===== src/rtl/muldiv_pkg.sv =====
// -----------------------------------------------------------------------------
// muldiv_pkg
//
// Shared types and constants for the iterative unsigned multiply/divide unit.
//   muldiv_op_t    : operation encoding as presented on the op port.
//   muldiv_state_t : control FSM state encoding.
//   XLEN_DEF       : default operand/result width.
//   DIV0_QUOT      : quotient returned by DIVU when the divisor is zero.
//   is_div()       : true for the two divide-class operations.
// -----------------------------------------------------------------------------
package muldiv_pkg;

    localparam int          XLEN_DEF  = 32;
    localparam logic [31:0] DIV0_QUOT = 32'hFFFF_FFFF;

    typedef enum logic [1:0] {
        OP_MUL   = 2'd0,   // low half of the product
        OP_MULHU = 2'd1,   // high half of the product
        OP_DIVU  = 2'd2,   // quotient
        OP_REMU  = 2'd3    // remainder
    } muldiv_op_t;

    typedef enum logic [1:0] {
        S_IDLE = 2'd0,
        S_RUN  = 2'd1,
        S_DONE = 2'd2
    } muldiv_state_t;

    function automatic logic is_div(input muldiv_op_t op);
        return (op == OP_DIVU) || (op == OP_REMU);
    endfunction

endpackage


===== src/rtl/muldiv_unit.sv =====
// -----------------------------------------------------------------------------
// muldiv_unit
//
// Iterative unsigned multiply/divide unit sitting between the register-file
// read ports (RD1/RD2) and the writeback path to the write port (WD3/A3/WE3).
// One result bit-step per clock over a shared 2*XLEN shift register:
//   MUL/MULHU : shift-add, multiplicand added into the upper half.
//   DIVU/REMU : restoring division, divisor trial-subtracted from upper half.
// A divide with a zero divisor skips the datapath and completes in one cycle
// with the RISC-V defined result (all-ones quotient, remainder = dividend).
// ITER must equal XLEN: the datapath finishes after exactly XLEN steps.
//
// Ports
//   clk     in   rising-edge clock
//   rst     in   synchronous active-low reset
//   start   in   request; accepted only while busy=0 (IDLE or DONE)
//   op      in   [1:0] operation (see muldiv_op_t)
//   src_a   in   [XLEN-1:0] multiplicand / dividend (RD1)
//   src_b   in   [XLEN-1:0] multiplier / divisor   (RD2)
//   rd_in   in   [4:0] destination register index
//   busy    out  high while the datapath is iterating
//   done    out  one-cycle pulse; result/rd_out valid (drives WE3)
//   result  out  [XLEN-1:0] result (drives WD3), held until the next done
//   rd_out  out  [4:0] destination index (drives A3), held with result
// -----------------------------------------------------------------------------
module muldiv_unit
    import muldiv_pkg::*;
#(
    parameter int XLEN = XLEN_DEF,
    parameter int ITER = XLEN
) (
    input  logic            clk,
    input  logic            rst,
    input  logic            start,
    input  logic [1:0]      op,
    input  logic [XLEN-1:0] src_a,
    input  logic [XLEN-1:0] src_b,
    input  logic [4:0]      rd_in,
    output logic            busy,
    output logic            done,
    output logic [XLEN-1:0] result,
    output logic [4:0]      rd_out
);

    localparam int CNT_W = (ITER > 1) ? $clog2(ITER) : 1;

    // ------------------------------------------------------------------------
    // State and operand registers
    // ------------------------------------------------------------------------
    muldiv_state_t     state_q;
    logic [CNT_W-1:0]  cnt_q;

    muldiv_op_t        op_in;
    muldiv_op_t        op_q;
    logic [4:0]        rd_q;
    // Multiplicand for multiplies, divisor for divides: whichever operand is
    // not loaded into the shift register.
    logic [XLEN-1:0]   opnd_q;
    // Multiply: {partial product, remaining multiplier bits}.
    // Divide  : {partial remainder, dividend bits / quotient bits}.
    logic [2*XLEN-1:0] acc_q;

    // ------------------------------------------------------------------------
    // Combinational control and datapath step
    // ------------------------------------------------------------------------
    logic              accept;
    logic              div_by_zero;
    logic              last_iter;

    logic [XLEN:0]     mul_sum;
    logic [2*XLEN-1:0] mul_next;
    logic [XLEN:0]     div_rem_sh;
    logic [XLEN-1:0]   div_diff;
    logic              div_ok;
    logic [2*XLEN-1:0] div_next;
    logic [2*XLEN-1:0] acc_step;
    logic [XLEN-1:0]   run_result;
    logic [XLEN-1:0]   div0_result;

    assign op_in       = muldiv_op_t'(op);
    assign accept      = start && (state_q != S_RUN);
    assign div_by_zero = is_div(op_in) && (src_b == '0);
    assign last_iter   = (cnt_q == CNT_W'(ITER - 1));

    // NOTE: every signal written in an always_comb gets a value on every path
    // (defaults first); a path that leaves one unassigned infers a latch.
    always_comb begin
        mul_sum    = '0;
        mul_next   = acc_q;
        div_rem_sh = '0;
        div_diff   = '0;
        div_ok     = 1'b0;
        div_next   = acc_q;
        acc_step   = acc_q;

        // Shift-add: the add can carry out of the upper half, so the sum is
        // one bit wider and that carry is shifted back in from the top.
        mul_sum  = {1'b0, acc_q[2*XLEN-1:XLEN]}
                 + (acc_q[0] ? {1'b0, opnd_q} : {(XLEN+1){1'b0}});
        mul_next = {mul_sum, acc_q[XLEN-1:1]};

        // Restoring division: the shifted partial remainder is XLEN+1 bits
        // wide (the bit leaving the top of the register still counts in the
        // comparison). When the subtraction succeeds the difference is below
        // the divisor, so its low XLEN bits are the whole difference.
        div_rem_sh = acc_q[2*XLEN-1:XLEN-1];
        div_ok     = (div_rem_sh >= {1'b0, opnd_q});
        div_diff   = acc_q[2*XLEN-2:XLEN-1] - opnd_q;
        div_next   = div_ok ? {div_diff, acc_q[XLEN-2:0], 1'b1}
                            : {acc_q[2*XLEN-2:0], 1'b0};

        acc_step = is_div(op_q) ? div_next : mul_next;
    end

    // MULHU and REMU take the upper half of the final register value; MUL and
    // DIVU take the lower half. Selected from the step value so the result can
    // be registered on the same edge that completes the last iteration.
    assign run_result  = ((op_q == OP_MULHU) || (op_q == OP_REMU))
                       ? acc_step[2*XLEN-1:XLEN]
                       : acc_step[XLEN-1:0];

    assign div0_result = (op_in == OP_DIVU) ? XLEN'(DIV0_QUOT) : src_a;

    // ------------------------------------------------------------------------
    // Datapath registers
    // ------------------------------------------------------------------------
    // NOTE: these registers carry no reset; they are always loaded on
    // acceptance before anything reads them, and the FSM gates their use.
    always_ff @(posedge clk) begin
        if (accept) begin
            op_q  <= op_in;
            rd_q  <= rd_in;
            if (is_div(op_in)) begin
                acc_q  <= {{XLEN{1'b0}}, src_a};
                opnd_q <= src_b;
            end else begin
                acc_q  <= {{XLEN{1'b0}}, src_b};
                opnd_q <= src_a;
            end
        end else if (state_q == S_RUN) begin
            acc_q <= acc_step;
        end
    end

    // ------------------------------------------------------------------------
    // Control FSM with registered outputs
    // ------------------------------------------------------------------------
    // NOTE: the reset is synchronous, so it is tested inside the clocked block
    // rather than appearing in the sensitivity list; all state updates here use
    // non-blocking assignments so every register sees pre-edge values.
    always_ff @(posedge clk) begin
        if (!rst) begin
            state_q <= S_IDLE;
            cnt_q   <= '0;
            busy    <= 1'b0;
            done    <= 1'b0;
            result  <= '0;
            rd_out  <= '0;
        end else begin
            done <= 1'b0;

            unique case (state_q)
                S_IDLE, S_DONE: begin
                    if (start) begin
                        cnt_q <= '0;
                        if (div_by_zero) begin
                            // Result is known without iterating.
                            state_q <= S_DONE;
                            done    <= 1'b1;
                            result  <= div0_result;
                            rd_out  <= rd_in;
                        end else begin
                            state_q <= S_RUN;
                            busy    <= 1'b1;
                        end
                    end else begin
                        state_q <= S_IDLE;
                    end
                end

                S_RUN: begin
                    // start is ignored here: no queueing while iterating.
                    cnt_q <= cnt_q + CNT_W'(1);
                    if (last_iter) begin
                        state_q <= S_DONE;
                        busy    <= 1'b0;
                        done    <= 1'b1;
                        result  <= run_result;
                        rd_out  <= rd_q;
                    end
                end

                default: begin
                    state_q <= S_IDLE;
                    busy    <= 1'b0;
                end
            endcase
        end
    end

endmodule


===== config.mk =====
export PLATFORM = sky130hd
export DESIGN_NAME = muldiv_unit
export DESIGN_NICKNAME = d
export VERILOG_FILES = /design/src/rtl/muldiv_pkg.sv /design/src/rtl/muldiv_unit.sv
export SDC_FILE = /design/constraint.sdc
export NUM_CORES = 1
export LEC_CHECK = 0
export CELL_PAD_IN_SITES_DETAIL_PLACEMENT = 1
export CELL_PAD_IN_SITES_GLOBAL_PLACEMENT = 1
export CORE_ASPECT_RATIO = 1.4
export CORE_MARGIN = 2
export CORE_UTILIZATION = 30
export CTS_BUF_LIST = sky130_fd_sc_hd__clkbuf_2 sky130_fd_sc_hd__clkbuf_4 sky130_fd_sc_hd__clkbuf_8
export DETAILED_ROUTE_END_ITERATION = 12
export DONT_BUFFER_PORTS = 1
export PLACE_DENSITY = 0.53
export SETUP_SLACK_MARGIN = 0.1
export SLEW_MARGIN = 10
export SYNTH_ARGS = -nofsm -noshare
export SYNTH_HDL_FRONTEND = slang
export SYNTH_SLANG_ARGS = --single-unit
export TNS_END_PERCENT = 1

===== constraint.sdc =====
create_clock -name clk -period 5.03 [get_ports clk]
set_clock_uncertainty 0.1 [all_clocks]
set_input_delay 1.509 -clock clk [delete_from_list [all_inputs] [get_ports clk]]
set_output_delay 1.509 -clock clk [all_outputs]
set_load 0.005 [all_outputs]

==> impl_metrics.json, run 1 <==
{
  "outcome": "complete, no violations",
  "synth_seq_cells": 149,
  "clockPowerShare_pct": 18.0,
  "fin_crit_ps": 4280,
  "post-route-period-util_pct": 85.0,
  "drc_errors": 0,
  "drive_above_1_share_pct": 8.90,
  "maxCapViolCount": 0,
  "combPwrFrac_pct": 50.7,
  "yosysWarningCount": 0,
  "syn_inst": 1374,
  "seq_area_frac_synth_pct": 33.6,
  "hold_class": "flip-flop to flip-flop",
  "yosys-top-cells-area": "edfxtp_1 (26%), dfxtp_1 (7.7%), ha_1 (6.9%), a21oi_1 (4.8%), a211oi_1 (4.0%)",
  "grt_util_all_layers_pct": 22.3,
  "rsz0062_at_grt": "no",
  "cp.required_ps": 5290,
  "seqPwrFrac_pct": 31.3,
  "netlist_area_sq_um": 11900,
  "critical_path_class": "flip-flop to flip-flop",
  "setup_ws_ps": 754,
  "clockRootBuffer": "clkbuf_8",
  "ant_nets": 0,
  "grt_start_max_net_pins": 98,
  "cts_made_buffers": 17,
  "fin_nets": 1478,
  "dieArea_sq_um": 41400,
  "end_kind": "flip-flop",
  "place_congestion": 0.880,
  "synth_top_area_share_pct": 25.9,
  "via_per_inst": 5.63,
  "worstPathArrival_ps": 4530,
  "place_hpwl_mm": 35.6,
  "seq_area_sq_um": 4010,
  "synth_top_flop_cell": "edfxtp_1",
  "synth_top_cell_by_area": "edfxtp_1",
  "synth_edf_count": 103,
  "dp.cells": 1845,
  "initial_core_util_pct": 30.4,
  "worst_pin_slew_ps": 1080,
  "antenna_found_initial": 1,
  "dieWidth_um": 173,
  "p_sw_mw": 2.36,
  "ctsHoldBuffers": 0,
  "avgSynthCellArea_sq_um": 8.69,
  "finalSetupViolCount": 0,
  "area_growth_pct": 8.08,
  "crit_chain": "and2_1, ha_1, fa_1, a211oi_1, o21bai_1, a31oi_1, buf_4, o21bai_1, a211oi_1, xor2_1, nor2_1, a311oi_1, o21ai_1",
  "multi_input_area_sq_um": 7410,
  "dr.first_iter.drc_count": 579,
  "swShare_pct": 44.2,
  "grt_pass1_vias": 11200,
  "peakVddDrop_v": 0.000160,
  "slew_viol_final": 0,
  "drt_pass1_iterations": 5,
  "core-area_sq_um": 39300,
  "pwr_density_cell_nw_per_um2": 413,
  "wl_per_cell_um": 24.7,
  "fin_cells": 1879,
  "hold_viol": 0,
  "grt_overflow": 0,
  "cp_slowest_cell": "edfxtp_1",
  "p_leak_nw": 4.93,
  "critPathMaxStageDelay_ps": 570,
  "place_ws_ps": 714,
  "ctsResizeCount": 0,
  "tritoncts": "yes",
  "synth_common_cells": "nand2_1 (118), a21oi_1 (115), edfxtp_1 (103)",
  "clockBufferDepth": 2,
  "synth_cell_types": 81,
  "power.internal_mw": 2.97,
  "crit_fanout": 12,
  "fin_setup_tns_ps": 0,
  "fmax_mhz": 234,
  "wl_mm": 46.4,
  "die_h_um": 240,
  "cts_max_level": 4,
  "synth_most_common_cell": "nand2_1",
  "async_reset_ff_share_pct": 0,
  "fillers": 4624,
  "cts_setup_buffers": 0,
  "io_pins": 113,
  "clk_latency_ps": 490,
  "clock-sinks": 149,
  "cp-start-kind": "flip-flop",
  "grt_pass1_wl_mm": 69.8,
  "num_vias": 10600,
  "portBuffers": 0,
  "synth_nets": 1516,
  "rows": 86,
  "max_slew_margin_pct": 28.0,
  "clk_pin_slew_ps": 90
}
==> metrics by stage <==
step	cell area [sq um]	hold WS, ps	total power [mW]	utilization [%]
6_report	12900	438	5.32	32.8
5_1_grt	12900	468	5.69	32.8
4_1_cts	12900	438	5.35	32.8
3_5_place_dp	12500	411	4.37	31.9
3_3_place_gp	12500	413	4.36	31.9
2_1_floorplan	11900	367	3.57	-
==> logic make-up after synthesis <==
kind of cell	share of synthesized area (%)
AND/OR/NAND/NOR	19.2
AO/OA/AOI/OAI	24.3
flip-flops	33.6
buffers and inverters	4.51
multiplexers	7.84
adder cells (fa/ha/maj)	7.25
XOR/XNOR	3.23
==> placed cells by master, fill, tap and decap left out, types with 12 or more instances in the layout <==
master	synthesis	final
nand2_1	118	117
a21oi_1	115	115
edfxtp_1	103	103
nor2_1	96	95
o21ai_0	75	75
ha_1	66	66
a211oi_1	64	64
inv_1	54	54
and2_1	47	47
dfxtp_1	46	46
mux2i_1	44	44
nor2b_1	42	42
mux2_2	37	37
nand3_1	30	30
nor3_1	30	30
buf_4	1	25
o211ai_1	23	23
xnor2_1	23	23
xor2_1	21	21
and3_1	20	20
o21a_1	18	18
nand4_1	17	17
clkbuf_8	0	17
a21o_1	16	16
o21bai_1	14	14
or3_1	14	14
a31oi_1	14	14
o21ai_1	13	12
==> sequential cells by signal, summed over array words and instances, names as in the netlist <==
register and cells:
rd_out 5, result 32, state_q 2, op_q 2, acc_q 64, busy 1, opnd_q 32, done 1
cnt_q 5, rd_q 5
==> worst max-delay path: cells and delay by family, from the launching register on <==
family | cells | cell delay (ps)
buffers and inverters | 1 | 160
AND/OR/NAND/NOR | 2 | 320
adder cells (fa/ha/maj) | 2 | 660
XOR/XNOR | 1 | 210
flip-flops | 1 | 570
AO/OA/AOI/OAI | 7 | 2140
==> power groups by stage <==
stage	registers (mW)	clock network, mW	logic [mW]
2_1_floorplan	1.61	0	1.95
3_5_place_dp	1.70	0	2.67
5_1_grt	1.68	1.02	2.98
3_3_place_gp	1.69	0	2.67
6_report	1.67	0.958	2.70
4_1_cts	1.67	0.992	2.69
==> final timing paths <==
| check | start | slack [ps] | to | cells after the start |
|---|---|---|---|---|
| worst max-delay path | acc_q[0]$_DFFE_PP_ | 750 | result[27]$_SDFFE_PN0P_ | 13 |
| worst min-delay path | result[0]$_SDFFE_PN0P_ | 440 | result[0]$_SDFFE_PN0P_ | 2 |
| worst max register to register | acc_q[0]$_DFFE_PP_ | 750 | result[27]$_SDFFE_PN0P_ | 13 |
| worst min register to register | result[0]$_SDFFE_PN0P_ | 440 | result[0]$_SDFFE_PN0P_ | 2 |
==> per-layer routing <==
metal | part of all wire [%] | track usage (%) | vias to the layer above
li1 | - | - | 5050
met1 | 44 | 27.7 | 5268
met2 | 49 | 39.0 | 215
met3 | 4.1 | 3.72 | 50
met4 | 2.7 | 7.56 | 0
met5 | 0 | 0 | -
==> cell type report <==
| cell class | count | share of cell area (%) |
|---|---|---|
| tap | 528 | 5.12 |
| inverter | 55 | 1.60 |
| sequential | 149 | 31.1 |
| antenna | 2 | 0.0388 |
| clock inverter | 14 | 1.07 |
| clock buffer | 18 | 1.87 |
| timing repair buffer | 27 | 1.77 |
| multi-input combinational | 1086 | 57.4 |
Power figures use the tool's default switching activity.
==> run 2, diff against run 1 <==
CORE_UTILIZATION = 25   (was 30)
PLACE_DENSITY = 0.46   (was 0.53)
==> impl_metrics.json, run 2 (synthesis gave the netlist of run 1 again) <==
{
  "peakVddDrop_v": 0.000157,
  "clock-sinks": 149,
  "final_common_cell": "nand2_1",
  "cts_made_buffers": 17,
  "end_kind": "flip-flop",
  "dr.first_iter.drc_count": 455,
  "grt_util_all_layers_pct": 20.1,
  "fillers": 5583,
  "fin_crit_ps": 4140,
  "p_leak_nw": 4.94,
  "ctsHoldBuffers": 0,
  "dieArea_sq_um": 49500,
  "r2r_end": "result[24]$_SDFFE_PN0P_",
  "r2r_cells": 12,
  "wl_mm": 49.9,
  "hold_class": "flip-flop to flip-flop",
  "path_common_cell": "nor3_1",
  "cp_slowest_cell": "nor3_1",
  "p_sw_mw": 2.51,
  "max_slew_margin_pct": 25.7,
  "fmax_mhz": 242,
  "die_h_um": 263,
  "drc_errors": 0,
  "swShare_pct": 46.4,
  "combPwrFrac_pct": 51.4,
  "pwr_density_cell_nw_per_um2": 414,
  "fin_setup_tns_ps": 0,
  "crit_fanout": 32,
  "cp.required_ps": 5310,
  "holdCritStartpoint": "rd_out[3]$_SDFFE_PN0P_",
  "io_pins": 113,
  "layout_common_cells": "nand2_1 (117), a21oi_1 (115), edfxtp_1 (103)",
  "rsz0062_at_grt": "no",
  "outcome": "complete, no violations",
  "core-area_sq_um": 47000,
  "initial_core_util_pct": 25.4,
  "ant_nets": 0,
  "grt_overflow": 0,
  "power.internal_mw": 2.89,
  "area_growth_pct": 9.17,
  "clockRootBuffer": "clkbuf_8",
  "num_vias": 10600,
  "dieWidth_um": 189,
  "cp-start-kind": "flip-flop",
  "m1WireLength_mm": 21.5,
  "drive_above_1_share_pct": 9.10,
  "drt_pass1_iterations": 5,
  "maxCapViolCount": 0,
  "grt_pass1_wl_mm": 74.6,
  "worst_pin_slew_ps": 1110,
  "min_path_cells": 1,
  "routed-wl-met3_mm": 2.15,
  "regMostFlops": "acc_q",
  "regToRegSetupSlack_ps": 890,
  "grt_start_max_net_pins": 98,
  "reg_top3": "acc_q x64, opnd_q x32, result x32",
  "worstPathArrival_ps": 4420,
  "place_hpwl_mm": 38.3,
  "cts_setup_buffers": 0,
  "reg2reg_from": "acc_q[0]$_DFFE_PP_",
  "wl_per_cell_um": 25.2,
  "postPlaceCellArea_sq_um": 12700,
  "portBuffers": 0,
  "finalSetupViolCount": 0,
  "crit_chain": "buf_4, and2_1, ha_1, a211oi_1, o21ai_1, a2111oi_4, a2111oi_0, nor3_1, nor3_1, nor4_2, nor3_1, o311a_1",
  "largest_reg_flops": 64,
  "hold_viol": 0,
  "via_per_inst": 5.36,
  "critPathMaxStageDelay_ps": 440,
  "cts_max_level": 4,
  "seqPwrFrac_pct": 30.8,
  "critical_path_class": "flip-flop to flip-flop",
  "routed.top_layer": "met4",
  "fin_area_sq_um": 13000,
  "rows": 94,
  "post-route-period-util_pct": 82.2,
  "ctsResizeCount": 0,
  "slew_viol_final": 0,
  "fin_nets": 1481,
  "route.met2.wl_mm": 25.4,
  "grt_pass1_vias": 11200,
  "antenna_found_initial": 2,
  "place_congestion": 0.808,
  "clockPowerShare_pct": 17.7,
  "clockBufferDepth": 2,
  "clk_pin_slew_ps": 110,
  "hold-path-endpoint": "rd_out[3]$_SDFFE_PN0P_",
  "tritoncts": "yes",
  "clk_latency_ps": 500
}
run 2: per-stage QoR:
stage / hold slack, ps / util, % / instances / setup slack, ps / total power [mW]
after global placement: 426 / 26.9 / 1944 / 593 / 4.47
after CTS: 448 / 27.7 / 1976 / 897 / 5.44
final: 443 / 27.7 / 1979 / 895 / 5.40
after global routing: 480 / 27.7 / 1977 / 741 / 5.76
after floorplan: 367 / - / 1374 / 1150 / 3.57
after detailed placement: 429 / 26.9 / 1944 / 567 / 4.46
run 2: cell type report:
cell class,count,area [sq um],area share [%]
multi-input cells,1086,7410,56.8
inverters,55,206,1.58
clock inverters,15,130,0.999
clock buffers,17,234,1.80
flip-flops and latches,149,4010,30.8
well taps,624,781,5.99
diodes,3,7.51,0.0576
repair buffers,30,250,1.92
run 2: worst max path at each step:
stage / endpoint / slack [ps] / cells after the start / from
2_1_floorplan: op_q[0]$_DFFE_PP_ / 1150 / 4 / start
3_3_place_gp: result[5]$_SDFFE_PN0P_ / 590 / 10 / src_b[5]
3_5_place_dp: result[5]$_SDFFE_PN0P_ / 570 / 10 / src_b[5]
4_1_cts: result[24]$_SDFFE_PN0P_ / 900 / 12 / acc_q[0]$_DFFE_PP_
5_1_grt: result[24]$_SDFFE_PN0P_ / 740 / 12 / acc_q[0]$_DFFE_PP_
6_report: result[24]$_SDFFE_PN0P_ / 890 / 12 / acc_q[0]$_DFFE_PP_
run 2: worst max-delay path: cells and delay by family (launching register included):
family	cells	cell delay, ps
DFF	1	400
adders and majority gates	1	370
buffers and inverters	1	260
AOI/OAI and AO/OA	5	1630
and+or+nand+nor	5	1260
run 2: routing by layer:
layer / vias up / GRT usage [%]
met3: 40 / 3.70
li1: 5072 / -
met4: 0 / 5.11
met2: 185 / 36.3
met5: - / 0
met1: 5309 / 24.3
run 2: power by group through the flow:
stage | sequential [mW] | clock (mW) | combinational [mW]
after CTS | 1.67 | 0.988 | 2.78
after global routing | 1.68 | 1.02 | 3.06
after detailed placement | 1.70 | 0 | 2.76
final | 1.66 | 0.958 | 2.78
after floorplan | 1.61 | 0 | 1.95
after global placement | 1.70 | 0 | 2.78
